===== config.mk =====
export PLATFORM = sky130hd
export DESIGN_NAME = fg_prog_sequencer
export DESIGN_NICKNAME = d
export VERILOG_FILES = /design/src/rtl/fg_prog_sequencer.sv
export SDC_FILE = /design/constraint.sdc
export NUM_CORES = 1
export LEC_CHECK = 0
export ABC_AREA = 1
export CORE_MARGIN = 4
export CORE_UTILIZATION = 30
export DETAILED_ROUTE_END_ITERATION = 6
export MAX_ROUTING_LAYER = met4
export SYNTH_ARGS = -nofsm -noshare
export SYNTH_HDL_FRONTEND = slang
export SYNTH_SLANG_ARGS = --single-unit

===== constraint.sdc =====
create_clock -name clk -period 3.1 [get_ports clk]
set_input_delay 0.465 -clock clk [delete_from_list [all_inputs] [get_ports clk]]
set_output_delay 0.465 -clock clk [all_outputs]
set_load 0.1 [all_outputs]

===== src/rtl/fg_prog_sequencer.sv =====
// Floating-gate programming sequencer for one CAB island: addresses a single switch,
// applies a counted train of injection/tunnelling pulses, then returns the island to run mode.
module fg_prog_sequencer #(
    parameter int ROW_BITS   = 6,
    parameter int COL_BITS   = 5,
    parameter int NUM_DRAIN  = 12,
    parameter int PW_BITS    = 16,
    parameter int NP_BITS    = 8,
    parameter int SETTLE_CYC = 4
) (
    input  logic                 clk,
    input  logic                 rst_n,
    input  logic                 cmd_valid,
    output logic                 cmd_ready,
    input  logic [ROW_BITS-1:0]  cmd_row,
    input  logic [COL_BITS-1:0]  cmd_col,
    input  logic [1:0]           cmd_mode,
    input  logic [PW_BITS-1:0]   cmd_pw,
    input  logic [PW_BITS-1:0]   cmd_gap,
    input  logic [NP_BITS-1:0]   cmd_np,
    input  logic                 abort,
    output logic [ROW_BITS-1:0]  dec_row,
    output logic [COL_BITS-1:0]  dec_col,
    output logic                 dec_en,
    output logic [NUM_DRAIN-1:0] drain_sel,
    output logic                 prog,
    output logic                 run,
    output logic                 vinj_pulse,
    output logic                 vtun_pulse,
    output logic                 busy,
    output logic                 done,
    output logic [1:0]           err
);

    typedef enum logic [2:0] {
        S_IDLE    = 3'd0,
        S_CHECK   = 3'd1,
        S_SETTLE  = 3'd2,
        S_PULSE   = 3'd3,
        S_GAP     = 3'd4,
        S_RECOVER = 3'd5,
        S_DONE    = 3'd6
    } state_t;

    localparam logic [1:0] MODE_INJECT = 2'd0;
    localparam logic [1:0] MODE_TUNNEL = 2'd1;
    localparam logic [1:0] MODE_READ   = 2'd2;
    localparam logic [1:0] MODE_RSVD   = 2'd3;

    localparam logic [1:0] ERR_OK    = 2'd0;
    localparam logic [1:0] ERR_ROW   = 2'd1;
    localparam logic [1:0] ERR_MODE  = 2'd2;
    localparam logic [1:0] ERR_ABORT = 2'd3;

    state_t               state_q, state_d;
    logic                 rdy_q;
    logic [PW_BITS-1:0]   cnt_q, cnt_d;
    logic [NP_BITS-1:0]   pcnt_q, pcnt_d;
    logic [1:0]           err_q, err_d;
    logic                 abort_pend_q, abort_pend_d;

    logic [ROW_BITS-1:0]  row_q;
    logic [COL_BITS-1:0]  col_q;
    logic [1:0]           mode_q;
    logic [PW_BITS-1:0]   pw_q;
    logic [PW_BITS-1:0]   gap_q;
    logic [NP_BITS-1:0]   np_q;

    logic                 accept;
    logic                 bad_row;
    logic                 skip_pulses;
    logic                 abort_eff;
    logic [PW_BITS-1:0]   pw_m1;
    logic [PW_BITS-1:0]   gap_m1;
    logic                 settle_last;
    logic                 pw_last;
    logic                 gap_last;
    logic                 train_last;
    logic                 in_prog;

    assign accept      = cmd_valid & cmd_ready;
    assign bad_row     = 32'(row_q) >= NUM_DRAIN;
    assign skip_pulses = (mode_q == MODE_READ) || (np_q == '0);
    assign abort_eff   = abort | abort_pend_q;

    // Zero width/gap behave as one cycle; subtracting first keeps the all-ones width exact.
    assign pw_m1       = (pw_q  == '0) ? '0 : pw_q  - PW_BITS'(1);
    assign gap_m1      = (gap_q == '0) ? '0 : gap_q - PW_BITS'(1);
    assign settle_last = cnt_q == PW_BITS'(SETTLE_CYC - 1);
    assign pw_last     = cnt_q == pw_m1;
    assign gap_last    = cnt_q == gap_m1;
    assign train_last  = pcnt_q == (np_q - NP_BITS'(1));

    always_ff @(posedge clk) begin
        if (!rst_n) begin
            state_q <= S_IDLE;
        end else begin
            state_q <= state_d;
        end
    end

    always_comb begin
        state_d = state_q;
        case (state_q)
            S_IDLE: begin
                if (accept) state_d = S_CHECK;
            end
            S_CHECK: begin
                if (bad_row || (mode_q == MODE_RSVD)) state_d = S_DONE;
                else                                   state_d = S_SETTLE;
            end
            S_SETTLE: begin
                if (abort_eff)        state_d = S_RECOVER;
                else if (settle_last) state_d = skip_pulses ? S_RECOVER : S_PULSE;
            end
            S_PULSE: begin
                if (abort_eff)    state_d = S_RECOVER;
                else if (pw_last) state_d = train_last ? S_RECOVER : S_GAP;
            end
            S_GAP: begin
                if (abort_eff)     state_d = S_RECOVER;
                else if (gap_last) state_d = S_PULSE;
            end
            S_RECOVER: begin
                if (settle_last) state_d = S_DONE;
            end
            S_DONE:  state_d = S_IDLE;
            default: state_d = S_IDLE;
        endcase
    end

    always_comb begin
        cnt_d        = (state_d == state_q) ? cnt_q + PW_BITS'(1) : '0;
        pcnt_d       = pcnt_q;
        err_d        = err_q;
        abort_pend_d = abort_pend_q;
        if (accept) begin
            pcnt_d       = '0;
            err_d        = ERR_OK;
            abort_pend_d = 1'b0;
        end
        case (state_q)
            S_CHECK: begin
                if (bad_row)                    err_d = ERR_ROW;
                else if (mode_q == MODE_RSVD)   err_d = ERR_MODE;
                else if (abort)                 abort_pend_d = 1'b1;
            end
            S_SETTLE, S_GAP: begin
                if (abort_eff) err_d = ERR_ABORT;
            end
            S_PULSE: begin
                if (abort_eff)    err_d = ERR_ABORT;
                else if (pw_last) pcnt_d = pcnt_q + NP_BITS'(1);
            end
            default: ;
        endcase
    end

    always_ff @(posedge clk) begin
        if (!rst_n) begin
            rdy_q        <= 1'b0;
            cnt_q        <= '0;
            pcnt_q       <= '0;
            err_q        <= ERR_OK;
            abort_pend_q <= 1'b0;
        end else begin
            rdy_q        <= 1'b1;
            cnt_q        <= cnt_d;
            pcnt_q       <= pcnt_d;
            err_q        <= err_d;
            abort_pend_q <= abort_pend_d;
        end
    end

    // Command fields are pure data: latched on accept only, masked at the outputs.
    always_ff @(posedge clk) begin
        if (accept) begin
            row_q  <= cmd_row;
            col_q  <= cmd_col;
            mode_q <= cmd_mode;
            pw_q   <= cmd_pw;
            gap_q  <= cmd_gap;
            np_q   <= cmd_np;
        end
    end

    assign in_prog = (state_q == S_SETTLE) || (state_q == S_PULSE) ||
                     (state_q == S_GAP)    || (state_q == S_RECOVER);

    always_comb begin
        cmd_ready  = (state_q == S_IDLE) && rdy_q;
        busy       = state_q != S_IDLE;
        dec_en     = in_prog;
        prog       = in_prog;
        run        = ~in_prog;
        dec_row    = in_prog ? row_q : '0;
        dec_col    = in_prog ? col_q : '0;
        drain_sel  = in_prog ? (NUM_DRAIN'(1) << row_q) : '0;
        vinj_pulse = (state_q == S_PULSE) && (mode_q == MODE_INJECT);
        vtun_pulse = (state_q == S_PULSE) && (mode_q == MODE_TUNNEL);
        done       = state_q == S_DONE;
        err        = (state_q == S_DONE) ? err_q : ERR_OK;
    end

endmodule


---- Word-level counts from Yosys, hierarchy flattened ----
Cells that the tools add are included.
cells by class
  $add $sub $neg .......................... 5
  $lt $le $gt $ge ......................... 1
  eq/ne operators ......................... 14
  shift operators ......................... 1
  muxes and demuxes ....................... 33
  bitwise operators ....................... 3
  reduce and logical (&&, ||, !) cells .... 16
operators by type and width
  operator                                                                              count
  16-bit equality test                                                                  2
  16-bit zero test                                                                      2
  16-bit 2-to-1 mux                                                                     2
  8-bit 2-to-1 mux                                                                      4
  16-bit by 1-bit subtractor with 16-bit output (second input constant)                 2
  3-bit 2-to-1 mux                                                                      10
  3-bit one-hot mux with 6 select lines                                                 1
  16-bit by 1-bit adder with 16-bit output (second input constant)                      1
  16-bit by 2-bit equality test with 1-bit output (second input constant)               1
  12-bit 2-to-1 mux                                                                     1
  1-bit by 6-bit left shift with 12-bit output (first input constant)                   1
  2-bit 2-to-1 mux                                                                      5
  3-bit equality test (second input constant)                                           3
  8-bit by 1-bit adder with 8-bit output (second input constant)                        1
  8-bit equality test                                                                   1
  8-bit zero test                                                                       1
  8-bit by 1-bit subtractor with 8-bit output (second input constant)                   1
  1-bit 2-to-1 mux                                                                      7
  3-bit by 2-bit equality test with 1-bit output (second input constant)                2
  6-bit by 4-bit greater-or-equal comparator with 1-bit output (second input constant)  1
  6-bit 2-to-1 mux                                                                      1
  1-bit logical OR                                                                      5
  5-bit 2-to-1 mux                                                                      1
  2-bit equality test (second input constant)                                           2
  other kinds (13)                                                                      15
storage, ports and cells
  register bits ........................... 84
  bits of input ports ..................... 57
  output and inout bits ................... 33
  logic and storage cells ................. 85

---- Depth between registers and ports, before layout ----
  depth in word-level cells ............... 8
  mapped depth ............................ 23

---- Worst setup path before layout ----
No wires, ideal clock.
  path type ............................... register to output
  start point ............................. reg state_q[2]
  end point ............................... out drain_sel[11]
  arrival ................................. 4,778 ps
  required time ........................... 2,635 ps
  setup slack ............................. -2,143 ps
  cell stages (with the launch flop) ...... 10
  cell sequence ........................... dfxtp_1 clkbuf_1 inv_1 nor3_1 inv_1 o21ai_0 nor2_1 nor2_1 inv_1 nor3_1
between the ends
  longest elaborated chain between the ends .. 5
RTL lines
  what                                            RTL line  RTL
  start, declared                                 55        state_t state_q, state_d;
  start signal, assigned                          98        state_q <= state_d;
  3-bit by 2-bit equality test with 1-bit output  187       assign in_prog = (state_q == S_SETTLE) || (state_q == S_PULSE) ||
  1-bit logical OR (2 in a row)                   187
  1-bit logical OR (*)                            188       (state_q == S_GAP) || (state_q == S_RECOVER);
  12-bit 2-to-1 mux (*)                           198       drain_sel = in_prog ? (NUM_DRAIN'(1) << row_q) : '0;
  end, declared                                   25        output logic [NUM_DRAIN-1:0] drain_sel,
Mark *: on every way between the ends. The rest lies on a longest branch, timed or not.

---- Worst setup path in the final report ----
  start point ............................. reg pw_q[0]
  end point ............................... reg cnt_q[15]
between the ends
  longest elaborated chain between the ends .. 8
RTL lines
  what                                                                               RTL line  RTL
  start, declared                                                                    65        logic [PW_BITS-1:0] pw_q;
  start signal, assigned                                                             181       pw_q <= cmd_pw;
  16-bit by 1-bit subtractor with 16-bit output or 16-bit zero test (tied branches)  87        assign pw_m1 = (pw_q == '0) ? '0 : pw_q - PW_BITS'(1);
  16-bit 2-to-1 mux (*)                                                              87
  16-bit equality test (*)                                                           90        assign pw_last = cnt_q == pw_m1;
  3-bit 2-to-1 mux (*)                                                               118       else if (pw_last) state_d = train_last ? S_RECOVER : S_GAP;
  3-bit 2-to-1 mux (*)                                                               117       if (abort_eff) state_d = S_RECOVER;
  3-bit one-hot mux with 6 select lines (*)                                          104       case (state_q)
  3-bit equality test (*)                                                            133       cnt_d = (state_d == state_q) ? cnt_q + PW_BITS'(1) : '0;
  2-bit AND reduction (no source line) (*)                                           --
  end signal, assigned                                                               168       cnt_q <= cnt_d;
  end, declared                                                                      57        logic [PW_BITS-1:0] cnt_q, cnt_d;
Marked as above.
A chain may end at the register's enable or synchronous reset.

==> metrics.md <==
| Metric | Value |
|---|---|
| Total track usage | `0.1434` |
| Worst hold margin | `~0.47 ns` |
| GPL Wtd Cong | `about 0.92` |
| Num CTS Buffers | `9` |
| HPWL Detailed | `around 11000 um` |
| Slew headroom | `0.5303` |
| # diodes | `0` |
| Hold WC Path Type | `reg -> reg` |
| Maximum buffer depth of the clock tree | `2` |
| Worst reg2reg path startpoint | `pw_q[0]$_DFFE_PP_` |
| Synth top cells by count | `175 x nand2_1, 115 x inv_1, 99 x nor2_1` |
| Post-synthesis instance total | `approximately 750` |
| Placed Instances | `1054` |
| R2r worst-path depth | `18` |
| Average size of a mapped cell | `roughly 7.5 sq um` |
| Hold path depth | `2` |
| Slowest CP cell | `edfxtp_1` |
| Number of distinct library cells after synthesis | `42` |
| Sw frac | `0.3549` |
| Reg clk slew, reported paths | `roughly 0.06 ns` |
| Post-synth EDFFs | `53` |
| DR vias | `about 5000` |
| Post-layout util | `0.4053` |
| Largest net degree at the start of global routing | `55` |
| Die W | `approximately 140 um` |
| Core Rows | `49` |
| Fin worst setup slack | `0.2364 ns` |
| Layout Skew | `0.01041 ns` |
| CP arrival | `around 3.1 ns` |
| Max Fanout on Critical Path | `27` |
| Cell Area, Placed | `a little over 7000 sq um` |
| Total overflow reported by the global router | `0` |
| Clock root buffer | `clkbuf_16` |
| Reg2reg end | `cnt_q[15]$_SDFF_PN0_` |
| # DRC | `0` |
| Worst path cell trace | `inv_1 -> ha_1 -> nand2_4 -> nor2_4 -> nand2_4 -> nand2_4 -> xor2_2 -> nand2_1 -> nor2_1 -> nand2_1 -> nor2_1 -> nand4_1 -> nand2_1 -> nand3_2 -> nand2_1 -> nand2_2 -> nand2_4 -> nor2_1` |
| Via count of the first global-routing pass | `around 5000` |
| Core area | `~18000 sq um` |
| Final setup fails | `0` |
| LEAKAGE | `roughly 2.9 nW` |
| Startpoint Class | `flop` |
| Clk pwr share | `0.295` |
| Routed wire length | `approximately 14000 um` |
| Slew @ Worst Pin | `just over 0.7 ns` |
| Req. time, crit path | `between 3 and 4 ns` |
| Non-Filler Instances | `roughly 1100` |
| Die height | `around 140 um` |
| Antenna violations before repair | `0` |
| Reg2reg setup slack | `0.24 ns` |
| Synthesized Nets | `about 800` |
| P_int | `~2.1 mW` |
| Post-route ant nets | `0` |
| Asr flop ratio synth | `0` |
| Hold_buf cts | `0` |
| H-tree Lvls | `3` |
| Fraction of layout cells with a size suffix above 1 | `0.1498` |
| Gate power share | `0.299` |
| Routed len/inst | `13.20 um` |
| CP max stage delay | `about 0.35 ns` |
| Post CTS Setup Buffer Count | `0` |
| Fin Setup TNS | `0 ns` |
| Final worst path period need | `around 2.9 ns` |
| First-pass GRT wire length | `roughly 23000 um` |
| Sinks on Clock Net | `84` |
| Most frequent cell after synthesis | `nand2_1` |
| Mapped Area | `5559 sq um` |
| Max Slew Vio Count | `0` |
| Initial core utilization | `0.3074` |
| Largest area contributor in the netlist | `edfxtp_1` |
| Unrepaired setup endpoints after global routing | `false` |
| Io pins | `90` |
| Vias per cell | `4.679` |
| Tcrit/Tclk final | `0.9238` |
| Clk Latency, worst-skew pair | `about 0.35 ns` |
| Area delta synth->final | `31.85%` |
| Final #Nets | `about 900` |
| Final Hold Vio Count | `0` |
| Ys Warns | `0` |
| Sequential Power Share | `0.407` |
| Max IR drop VDD | `just over 0.0003 V` |
| Hold Path End | `abort_pend_q$_SDFF_PN0_` |
| Seq/Total Area, Yosys | `0.3979` |
| Fmax | `~0.35 GHz` |
| Max-cap violations | `0` |
| Initial drt markers | `between 300 and 400` |
| Place WS | `~0.27 ns` |
| Die footprint | `around 21000 sq um` |
| Pwr Density | `roughly 450 nW/um^2` |
| Top cell type's share of synthesized area | `0.2863` |
| Detailed Routing Iterations Pass 1 | `4` |
| Design Area, Final | `7330 sq um` |
| Worst hold start | `abort_pend_q$_SDFF_PN0_` |
| WS Path Type | `reg -> reg` |
| Ys flop type | `edfxtp_1` |
| Number of synthesized register bits | `84` |
| Power Total | `approximately 3.3 mW` |
| Top area cells in the synthesized netlist | `edfxtp_1 29%, nand2_1 12%, dfxtp_1 11%, inv_1 7.8%, nor2_1 6.7%` |
| Port buffer count | `89` |
| P_sw | `roughly 1.2 mW` |
| CTS tree | `built` |
| Status | `finished clean` |
| CP Capture Type | `flop` |
[kinds of logic after synthesis]
family	Yosys count	share of synthesized area
AND/OR/NAND/NOR	457	0.3982
buffers and inverters	126	0.09430
flip-flops	84	0.3979
AO/OA/AOI/OAI	39	0.04142
XOR/XNOR	33	0.05469
adder cells (fa/ha/maj)	6	0.01350
[what timing repair did]
action                                  in CTS  in global routing
endpoints found under the hold margin        0                  0
resized for setup                            1                  1
endpoints found under the setup margin       1                  5
[flip-flops by register name, summed over array words and instances, names as in the netlist]
name	flops
abort_pend_q	1
cnt_q	16
col_q	5
err_q	2
gap_q	16
mode_q	2
np_q	8
pcnt_q	8
pw_q	16
rdy_q	1
row_q	6
state_q	3
[worst max-delay path, delay by kind of cell, from the launching register on]
family,cells,cell delay [ns]
adders and majority gates,1,0.29
DFF,1,0.35
and+or+nand+nor,15,1.77
buffers and inverters,1,0.16
xor gates and xnor gates,1,0.17
[placed cells by master (no fill, tap or decap), drive strengths merged, types with 15 or more instances in the layout]
cell type and n:
edfxtp 53, dfxtp 31, nand3 75, nand4 37
inv 113, o21ai 15, nand2 189, nor3 18
buf 35, xor2 27, clkdlybuf4s50 56, nor2 125
[cell type report]
| class | count | area (sq um) |
|---|---|---|
| Fill cell | 1783 | 10760 |
| Multi-Input combinational cell | 535 | 2982 |
| Sequential cell | 84 | 2212 |
| Timing Repair Buffer | 91 | 1149 |
| Inverter | 115 | 439.2 |
| Tap cell | 229 | 286.5 |
| Clock buffer | 11 | 232.7 |
| Clock inverter | 5 | 28.78 |
[power by group through the flow]
stage               Clock [mW]  Sequential (mW)  Combinational, mW
floorplan                    0             1.35              0.706
finish                   0.981             1.35              0.994
detailed placement           0             1.38               1.00
global placement             0             1.38              0.995
global route              1.06             1.36               1.08
CTS                       1.02             1.35               1.00
[worst max-delay path by stage]
stage | start | depth (start not counted) | end
floorplan | state_q[2]$_SDFF_PN0_ | 9 | drain_sel[11]
global placement | pw_q[0]$_DFFE_PP_ | 18 | cnt_q[15]$_SDFF_PN0_
detailed placement | pw_q[0]$_DFFE_PP_ | 18 | cnt_q[4]$_SDFF_PN0_
CTS | state_q[2]$_SDFF_PN0_ | 9 | drain_sel[4]
global route | pw_q[0]$_DFFE_PP_ | 18 | cnt_q[4]$_SDFF_PN0_
finish | pw_q[0]$_DFFE_PP_ | 18 | cnt_q[15]$_SDFF_PN0_
[layer usage]
metal  part of all wire  track usage
met1               0.42       0.1663
met2               0.51       0.2415
met3              0.057      0.03935
met4              0.014      0.04559
met5                  0            -
(Power assumes the default switching activity.)
